File: config.mk
export PLATFORM = sky130hd
export DESIGN_NAME = shift_register_controller
export DESIGN_NICKNAME = d
export VERILOG_FILES = /design/src/rtl/shift_register_controller_pkg.sv /design/src/rtl/shift_register_controller_datapath.sv /design/src/rtl/shift_register_controller.sv
export SDC_FILE = /design/constraint.sdc
export NUM_CORES = 1
export LEC_CHECK = 0
export CAP_MARGIN = 20
export CORE_UTILIZATION = 45
export DETAILED_ROUTE_END_ITERATION = 10
export MAX_ROUTING_LAYER = met4
export PLACE_DENSITY = 0.77
export SYNTH_ARGS = -nofsm -noshare
export SYNTH_HDL_FRONTEND = slang
export SYNTH_SLANG_ARGS = --single-unit
File: constraint.sdc
create_clock -name clockpulse -period 1.5 [get_ports clockpulse]
set_input_delay 0.225 -clock clockpulse [delete_from_list [all_inputs] [get_ports clockpulse]]
set_output_delay 0.225 -clock clockpulse [all_outputs]
set_load 0.1 [all_outputs]
File: src/rtl/shift_register_controller_pkg.sv
// Shared definitions for the shift register controller: FSM state encoding
// and the fill-mode codes selecting the bit that enters bit 0 on each shift.
package shift_register_controller_pkg;

    typedef enum logic [1:0] {
        ST_IDLE  = 2'b00,
        ST_SHIFT = 2'b01,
        ST_DONE  = 2'b10
    } state_e;

    localparam logic [1:0] FILL_ZERO   = 2'b00;
    localparam logic [1:0] FILL_ONE    = 2'b01;
    localparam logic [1:0] FILL_SERIAL = 2'b10;
    localparam logic [1:0] FILL_ROTATE = 2'b11;

endpackage

File: src/rtl/shift_register_controller_datapath.sv
// WIDTH-bit register with synchronous parallel load and a left shift
// (bit 0 toward bit WIDTH-1) that takes fill_bit into bit 0.
// Ports:
//   clk, rst_n   clock and asynchronous active-low clear
//   load_en      load load_value on the next edge (wins over shift_en)
//   load_value   parallel preset word
//   shift_en     shift one place on the next edge
//   fill_bit     bit entering bit 0 during a shift
//   data_out     register contents
module shift_datapath #(
    parameter int unsigned WIDTH = 4
) (
    input  logic             clk,
    input  logic             rst_n,
    input  logic             load_en,
    input  logic [WIDTH-1:0] load_value,
    input  logic             shift_en,
    input  logic             fill_bit,
    output logic [WIDTH-1:0] data_out
);

    logic [WIDTH-1:0] data_q;
    logic [WIDTH-1:0] data_d;

    // Next register value: load has priority over shift.
    always_comb begin
        data_d = data_q;
        if (load_en) begin
            data_d = load_value;
        end else if (shift_en) begin
            data_d = {data_q[WIDTH-2:0], fill_bit};
        end
    end

    always_ff @(posedge clk or negedge rst_n) begin
        if (!rst_n) begin
            data_q <= '0;
        end else begin
            data_q <= data_d;
        end
    end

    assign data_out = data_q;

endmodule

File: src/rtl/shift_register_controller.sv
// Sequencing controller for the shift register datapath. Accepts a command
// (preset word, shift count, fill mode) on start while ready, presets the
// register, shifts it the requested number of times and pulses done.
// Ports:
//   clockpulse, clear          clock and asynchronous active-low reset
//   start / ready              command handshake
//   loadWord, shiftCount,      command payload sampled on acceptance
//   fillMode                   (count clamps to WIDTH)
//   serialInput                live serial bit used by the serial fill mode
//   hold                       freezes shifting while high
//   dataOut                    register contents
//   serialOutput, serialValid  bit leaving bit WIDTH-1 and its strobe
//   done                       one-cycle completion pulse
module shift_register_controller
    import shift_register_controller_pkg::*;
#(
    parameter int unsigned WIDTH       = 4,
    parameter int unsigned COUNT_WIDTH = 3
) (
    input  logic                   clockpulse,
    input  logic                   clear,
    input  logic                   start,
    output logic                   ready,
    input  logic [WIDTH-1:0]       loadWord,
    input  logic [COUNT_WIDTH-1:0] shiftCount,
    input  logic [1:0]             fillMode,
    input  logic                   serialInput,
    input  logic                   hold,
    output logic [WIDTH-1:0]       dataOut,
    output logic                   serialOutput,
    output logic                   serialValid,
    output logic                   done
);

    localparam logic [COUNT_WIDTH-1:0] COUNT_MAX = COUNT_WIDTH'(WIDTH);
    localparam logic [COUNT_WIDTH-1:0] COUNT_ONE = COUNT_WIDTH'(1);

    state_e                 state_q;
    state_e                 state_d;
    logic [COUNT_WIDTH-1:0] count_q;
    logic [COUNT_WIDTH-1:0] count_d;
    logic [1:0]             fill_q;
    logic [1:0]             fill_d;
    logic                   ready_q;
    logic                   ready_d;
    logic                   done_q;
    logic                   done_d;
    logic                   ser_out_q;
    logic                   ser_out_d;
    logic                   ser_valid_q;
    logic                   ser_valid_d;

    logic                   load_en_c;
    logic                   shift_en_c;
    logic                   fill_bit_c;
    logic [COUNT_WIDTH-1:0] clamped_count_c;
    logic [WIDTH-1:0]       data_w;

    shift_datapath #(
        .WIDTH (WIDTH)
    ) u_datapath (
        .clk        (clockpulse),
        .rst_n      (clear),
        .load_en    (load_en_c),
        .load_value (loadWord),
        .shift_en   (shift_en_c),
        .fill_bit   (fill_bit_c),
        .data_out   (data_w)
    );

    // Requested count saturated at the register width.
    always_comb begin
        clamped_count_c = shiftCount;
        if (shiftCount > COUNT_MAX) begin
            clamped_count_c = COUNT_MAX;
        end
    end

    // Fill bit select; rotate feeds back the pre-shift MSB.
    always_comb begin
        fill_bit_c = 1'b0;
        case (fill_q)
            FILL_ZERO:   fill_bit_c = 1'b0;
            FILL_ONE:    fill_bit_c = 1'b1;
            FILL_SERIAL: fill_bit_c = serialInput;
            FILL_ROTATE: fill_bit_c = data_w[WIDTH-1];
            default:     fill_bit_c = 1'b0;
        endcase
    end

    // Next-state and registered-output logic. ready/done are registered,
    // so done appears the cycle after DONE and ready the cycle after that.
    always_comb begin
        state_d     = state_q;
        count_d     = count_q;
        fill_d      = fill_q;
        ready_d     = ready_q;
        done_d      = 1'b0;
        ser_out_d   = ser_out_q;
        ser_valid_d = 1'b0;
        load_en_c   = 1'b0;
        shift_en_c  = 1'b0;

        case (state_q)
            ST_IDLE: begin
                ready_d = 1'b1;
                // ready_q is low on the done cycle, so start is ignored there.
                if (start && ready_q) begin
                    load_en_c = 1'b1;
                    count_d   = clamped_count_c;
                    fill_d    = fillMode;
                    ready_d   = 1'b0;
                    if (clamped_count_c == '0) begin
                        state_d = ST_DONE;
                    end else begin
                        state_d = ST_SHIFT;
                    end
                end
            end

            ST_SHIFT: begin
                ready_d = 1'b0;
                if (!hold) begin
                    shift_en_c  = 1'b1;
                    ser_out_d   = data_w[WIDTH-1];
                    ser_valid_d = 1'b1;
                    count_d     = count_q - COUNT_ONE;
                    if (count_q == COUNT_ONE) begin
                        state_d = ST_DONE;
                    end
                end
            end

            ST_DONE: begin
                ready_d = 1'b0;
                done_d  = 1'b1;
                state_d = ST_IDLE;
            end

            default: begin
                state_d = ST_IDLE;
                ready_d = 1'b0;
            end
        endcase
    end

    always_ff @(posedge clockpulse or negedge clear) begin
        if (!clear) begin
            state_q     <= ST_IDLE;
            count_q     <= '0;
            fill_q      <= FILL_ZERO;
            ready_q     <= 1'b1;
            done_q      <= 1'b0;
            ser_out_q   <= 1'b0;
            ser_valid_q <= 1'b0;
        end else begin
            state_q     <= state_d;
            count_q     <= count_d;
            fill_q      <= fill_d;
            ready_q     <= ready_d;
            done_q      <= done_d;
            ser_out_q   <= ser_out_d;
            ser_valid_q <= ser_valid_d;
        end
    end

    assign ready        = ready_q;
    assign done         = done_q;
    assign serialOutput = ser_out_q;
    assign serialValid  = ser_valid_q;
    assign dataOut      = data_w;

endmodule

==> results of run 1 <==
through the flow:
stage	worst slack [ps]	hold WS [ps]	utilization [%]
after global placement	13.4	497	70.0
after CTS	109	232	71.8
after global routing	29.7	260	71.8
final	120	230	71.8
after detailed placement	-22.9	506	70.0
after floorplan	6.36	-70.6	-
power groups by stage:
stage	logic, mW	clock network, mW	registers (mW)
finish	1.72	0.237	0.814
global route	1.83	0.261	0.848
CTS	1.73	0.246	0.815
detailed placement	1.72	0	0.822
global placement	1.70	0	0.814
floorplan	0.554	0	1.39
routing by layer:
layer / GRT usage (%) / vias to the layer above / part of all wire, % / wire, um
met1: 26.8 / 314 / 44 / 701
met4: 14.4 / 0 / 4.2 / 67
met2: 31.8 / 23 / 47 / 748
met5: - / - / 0 / 0
met3: 2.98 / 9 / 4.4 / 69
li1: - / 320 / - / -
registers in the layout, indices dropped and copies added (netlist names):
signal,count
done,1
serialOutput,1
count_q,3
u_datapath.data_out,4
serialValid,1
ready,1
state_q,2
fill_q,2
cell usage in the layout, fill, tap and decap left out, drive strengths merged, types with 2 or more instances in the layout:
| master | synthesis | routed |
|---|---|---|
| a21oi | 3 | 3 |
| dfrtp | 14 | 14 |
| clkdlybuf4s50 | 0 | 13 |
| a211oi | 2 | 2 |
| inv | 3 | 3 |
| o22ai | 2 | 2 |
| nor3 | 8 | 8 |
| nand2 | 13 | 13 |
| nor2 | 2 | 2 |
| buf | 2 | 13 |
| nand2b | 2 | 2 |
| ha | 2 | 2 |
| clkbuf | 2 | 4 |
| nor2b | 2 | 2 |
| a31oi | 5 | 5 |
final timing paths:
check	from	end	cells past startpoint
hold reg to reg	fill_q[0]	fill_q[0]	2
max in group asynchronous	clear	ready	2
setup reg to reg	state_q[1]	u_datapath.data_out[0]	3
min in group clockpulse	fillMode[1]	fill_q[1]	3
hold / removal	clear	fill_q[1]	2
setup / recovery	state_q[1]	u_datapath.data_out[0]	3
cell families after synthesis:
logic type                 synth area share (%)
adders and majority gates                  3.32
and+or+nand+nor                            25.4
buffers and inverters                      4.98
DFF                                        50.0
muxes                                      2.82
AOI/OAI and AO/OA                          13.5
worst max-delay path: stages, from the launching register on:
cell      delay [ps]
dfrtp_1          500
and4bb_4         340
a311o_1          320
a31oi_1          160
final cells by class:
cell class                 instances  area, um^2
inverter                           3        11.3
timing repair buffer              26         328
multi-input combinational         52         339
tap                               16        20.0
sequential                        15         382
fill                             115         435
clock buffer                       4        26.3
==> out/results.tsv, run 1 <==
metric	value	unit
postLayoutCellArea	1110	um^2
ctsResizeCount	0	
cts_tree	built	
path_max_fanout	15	
netSwitchingFraction	49.7	%
rsz0062_at_grt	no	
maxSlewViolCount	0	
period_needed	1380	ps
core	1540	um^2
grt_overflow	0	
dp.cells	112	
instances_no_fill	116	
totalWireLength	1.59	mm
syn_area	753	um^2
num_vias	666	
ys_seq_elements	15	
num_io_pins	22	
vdd_drop_max	0.00173	V
grt_pass1_wl	2.84	mm
fmax	724	MHz
synthArstFlopShare	100	%
power.density	2500	nW/um^2
io_buffers	21	
synth_area_leader_cell	dfrtp_1	
cts_buffer_depth	2	
cts.htree.levels	1	
worstMarginPinSlew	362	ps
p_clk_share	8.5	%
first_iter_violations	15	
synth.top_cell.area_share	46.5	%
syn_avg_cell_area	10.2	um^2
first_pass_iters	4	
antenna_cells	0	
groute.usage.overall	21.3	%
hold_viol	0	
via_per_inst	5.74	
dp_hpwl	1.22	mm
fin_total_pwr	2.77	mW
yosys-top-cells-area	dfrtp_1 47%, nand2_1 6.5%, nor3_1 5.3%	
cts_buffers	3	
crit_arrival	1600	ps
cts.clk_slew.worst_paths	100	ps
dieArea	1840	um^2
setup_viol	0	
cts-root-buf	clkbuf_4	
yosysUniqueCellTypes	27	
fin_crit_sh	92.0	%
seq_power_share	29.4	%
synthesis.nets	90	
synthTopCellsByCount	14 x dfrtp_1, 13 x nand2_1, 8 x nor3_1, 5 x a31oi_1	
yosysMostFrequentCell	dfrtp_1	
startpoint_type	flip-flop	
areaGrowthSynthToFinish	46.8	%
grt_pass1_vias	679	
synthFlopType	dfrtp_1	
p_int	1.39	mW
critical_path_class	reg2reg	
final_nets	117	
clk_latency	290	ps
synth_edf_count	0	
p_comb_share	62.1	%
yosysWarnings	0	
hold_path_class	in2async	
total_leakage_power	0.480	nW
fin_setup_tns	0	ps
avgRoutedWirePerCell	13.7	um
power_switching	1.38	mW
dpl_cell_area	1080	um^2
cap_violations	0	
r2r_slack	120	ps
seq_area_frac_synth	50.0	%
relSlewSlack	75.7	%
postSynthCellCount	74	
fp.dieW	42.9	um
die_h	42.9	um
postCtsSetupBuffers	0	
antenna_found_initial	0	
outcome	finished, final reports clean	
grt_max_degree	16	
rows	14	
drive_gt1_share	22.0	%
hold_buffers	0	
end_kind	flip-flop	
antenna_left	0	
cts.sinks	15	
initial_core_util	48.9	%
gp_congestion	0.784	
clock_skew	12.8	ps
drc	0	
critPathRequiredTime	1720	ps
(Power assumes the default switching activity.)
==> inputs of run 2 (changes only) <==
Settings changed: CTS_BUF_LIST from default to sky130_fd_sc_hd__clkbuf_16.
==> run 2 against run 1 <==
  * Largest cell class unchanged
  * Fmax is 1.9% lower
  * Sequential share of layout area is 1.6 points lower
  * Utilization is 3.4 points higher
  * Total power is 11% higher
  * Hold slack better by 57 ps
  * Via count is 3.3% higher
  * Routed wire length is 10% higher
  * Critical endpoint is now u_datapath.data_out[3]
  * Critical path depth is 1 higher
  * Sequential power is 1% higher
==> out/results.tsv, run 2 (synthesis results as in run 1) <==
metric	value	unit	change
outcome	finished, final reports clean		
critical_path_buf_inv_count	1		+1
max_stage_delay	640	ps	+140 ps
antenna_found_initial	0		unchanged
clock_skew	3.80	ps	-9.03 ps
cts-root-buf	clkbuf_16		
drc	0		unchanged
rows	14		unchanged
critPathRequiredTime	1600	ps	-120 ps
hold_buffers	0		unchanged
fillCellCount	104		-9.6%
relSlewSlack	76.0	%	+0.35 points
die_h	42.9	um	unchanged
initial_core_util	48.9	%	unchanged
crit_arrival	1510	ps	-90 ps
num_io_pins	22		unchanged
avgRoutedWirePerCell	15.1	um	+10%
largest_register_ffs	4		unchanged
io_buffers	21		unchanged
worstMarginPinSlew	357	ps	-5.28 ps
finalWorstSetupSlack	92.9	ps	-26.6 ps
drive_gt1_share	22.0	%	unchanged
first_iter_violations	23		+8
maxSlewViolCount	0		unchanged
via_per_inst	5.93		+3.3%
fp.dieW	42.9	um	unchanged
fin_setup_tns	0	ps	unchanged
end_kind	flip-flop		
cp_slowest_cell	dfstp_4		
postLayoutCellArea	1160	um^2	+4.8%
path_max_fanout	5		-10
seqCellArea	382	um^2	unchanged
layout_common_cells	13 x nand2_1, 13 x dfrtp_1, 13 x clkdlybuf4s50_1		
grt_use_met2	35.5	%	+3.6 points
startpoint_type	flip-flop		
clk_latency	250	ps	-40 ps
cts_buffer_depth	2		unchanged
met1_usage	26.8	%	unchanged
multi_input_area	339	um^2	unchanged
fin_total_pwr	3.06	mW	+11%
cts_tree	built		
areaGrowthSynthToFinish	53.8	%	
first_pass_iters	4		unchanged
grt_pass1_vias	692		+1.9%
vdd_drop_max	0.00151	V	-13%
fin_crit_sh	93.8	%	+1.8 points
dieArea	1840	um^2	unchanged
total_leakage_power	0.508	nW	+5.7%
antenna_cells	0		unchanged
power.density	2640	nW/um^2	+5.6%
dp_hpwl	1.22	mm	unchanged
grt.busiest_layer	met2		
hold_path_class	in2async		
grt_pass1_wl	3.00	mm	+5.9%
r2r-start	ready		
grt_overflow	0		unchanged
ctsResizeCount	0		unchanged
cts.clk_slew.worst_paths	50	ps	-50 ps
cts_buffers	3		unchanged
period_needed	1410	ps	+26.6 ps
setup_viol	0		unchanged
crit_path_start	ready		
met3_usage	4.68	%	+1.7 points
post-place-ws	-22.9	ps	unchanged
grt_max_degree	16		unchanged
groute.usage.overall	23.3	%	+1.9 points
postCtsSetupBuffers	0		unchanged
core	1540	um^2	unchanged
instances_no_fill	116		unchanged
final_nets	117		unchanged
cap_violations	0		unchanged
rsz0062_at_grt	no		
num_vias	688		+3.3%
hold_viol	0		unchanged
critical_path.cell_chain	nand4bb_1, buf_4, nand2_1, a31oi_1		
totalWireLength	1.75	mm	+10%
cpLargestDelayFamily	flip-flops		
critical_path_class	reg2reg		
cts.sinks	15		unchanged
dpl_cell_area	1080	um^2	unchanged
r2r_slack	90	ps	-30 ps
cts.htree.levels	1		unchanged
antenna_left	0		unchanged
dp.cells	112		unchanged
fmax	711	MHz	-1.9%
gp_congestion	0.784		unchanged
-- run 2: changes by cell type in the layout (fill, tap and decap cells not counted), sizes merged --
cell,change
clkbuf,-1
inv,+1
-- run 2: area by class of cell --
| type | count | share of cell area (%) |
|---|---|---|
| sequential | 15 | 32.9 |
| multi-input combinational | 52 | 29.3 |
| timing repair buffer | 26 | 28.3 |
| clock buffer | 3 | 6.48 |
| tap | 16 | 1.73 |
| inverter | 3 | 0.972 |
| clock inverter | 1 | 0.324 |
-- run 2: path summary, 6_finish.rpt --
| check | to | cells after the start |
|---|---|---|
| worst min-delay path | fill_q[1] | 2 |
| max in group asynchronous | ready | 2 |
| worst min register to register | fill_q[0] | 2 |
| worst max register to register | u_datapath.data_out[3] | 4 |
| worst max-delay path | u_datapath.data_out[3] | 4 |
| min in group clockpulse | fill_q[0] | 2 |
-- run 2: metrics by stage --
stage                     hold WS (ps)  utilization [%]
after floorplan                  -70.6                -
after global placement             497             70.0
after detailed placement           506             70.0
after CTS                          297             75.2
after global routing               324             75.2
final                              287             75.2
-- run 2: worst register-to-register path: stages (launching register included) --
cell and delay, ps:
dfstp_4 640, nand4bb_1 240, buf_4 250, nand2_1 60, a31oi_1 80
-- run 2: where the power goes --
| part | switching [mW] | internal, mW |
|---|---|---|
| clock network | 0.156 | 0.352 |
| registers | 0.214 | 0.609 |
| logic | 1.05 | 0.684 |
| total | 1.42 | 1.65 |
-- run 2: metal layers --
layer	up-vias	wire length, um
met4	0	87
met2	27	835
li1	315	-
met5	-	0
met3	9	84
met1	337	739
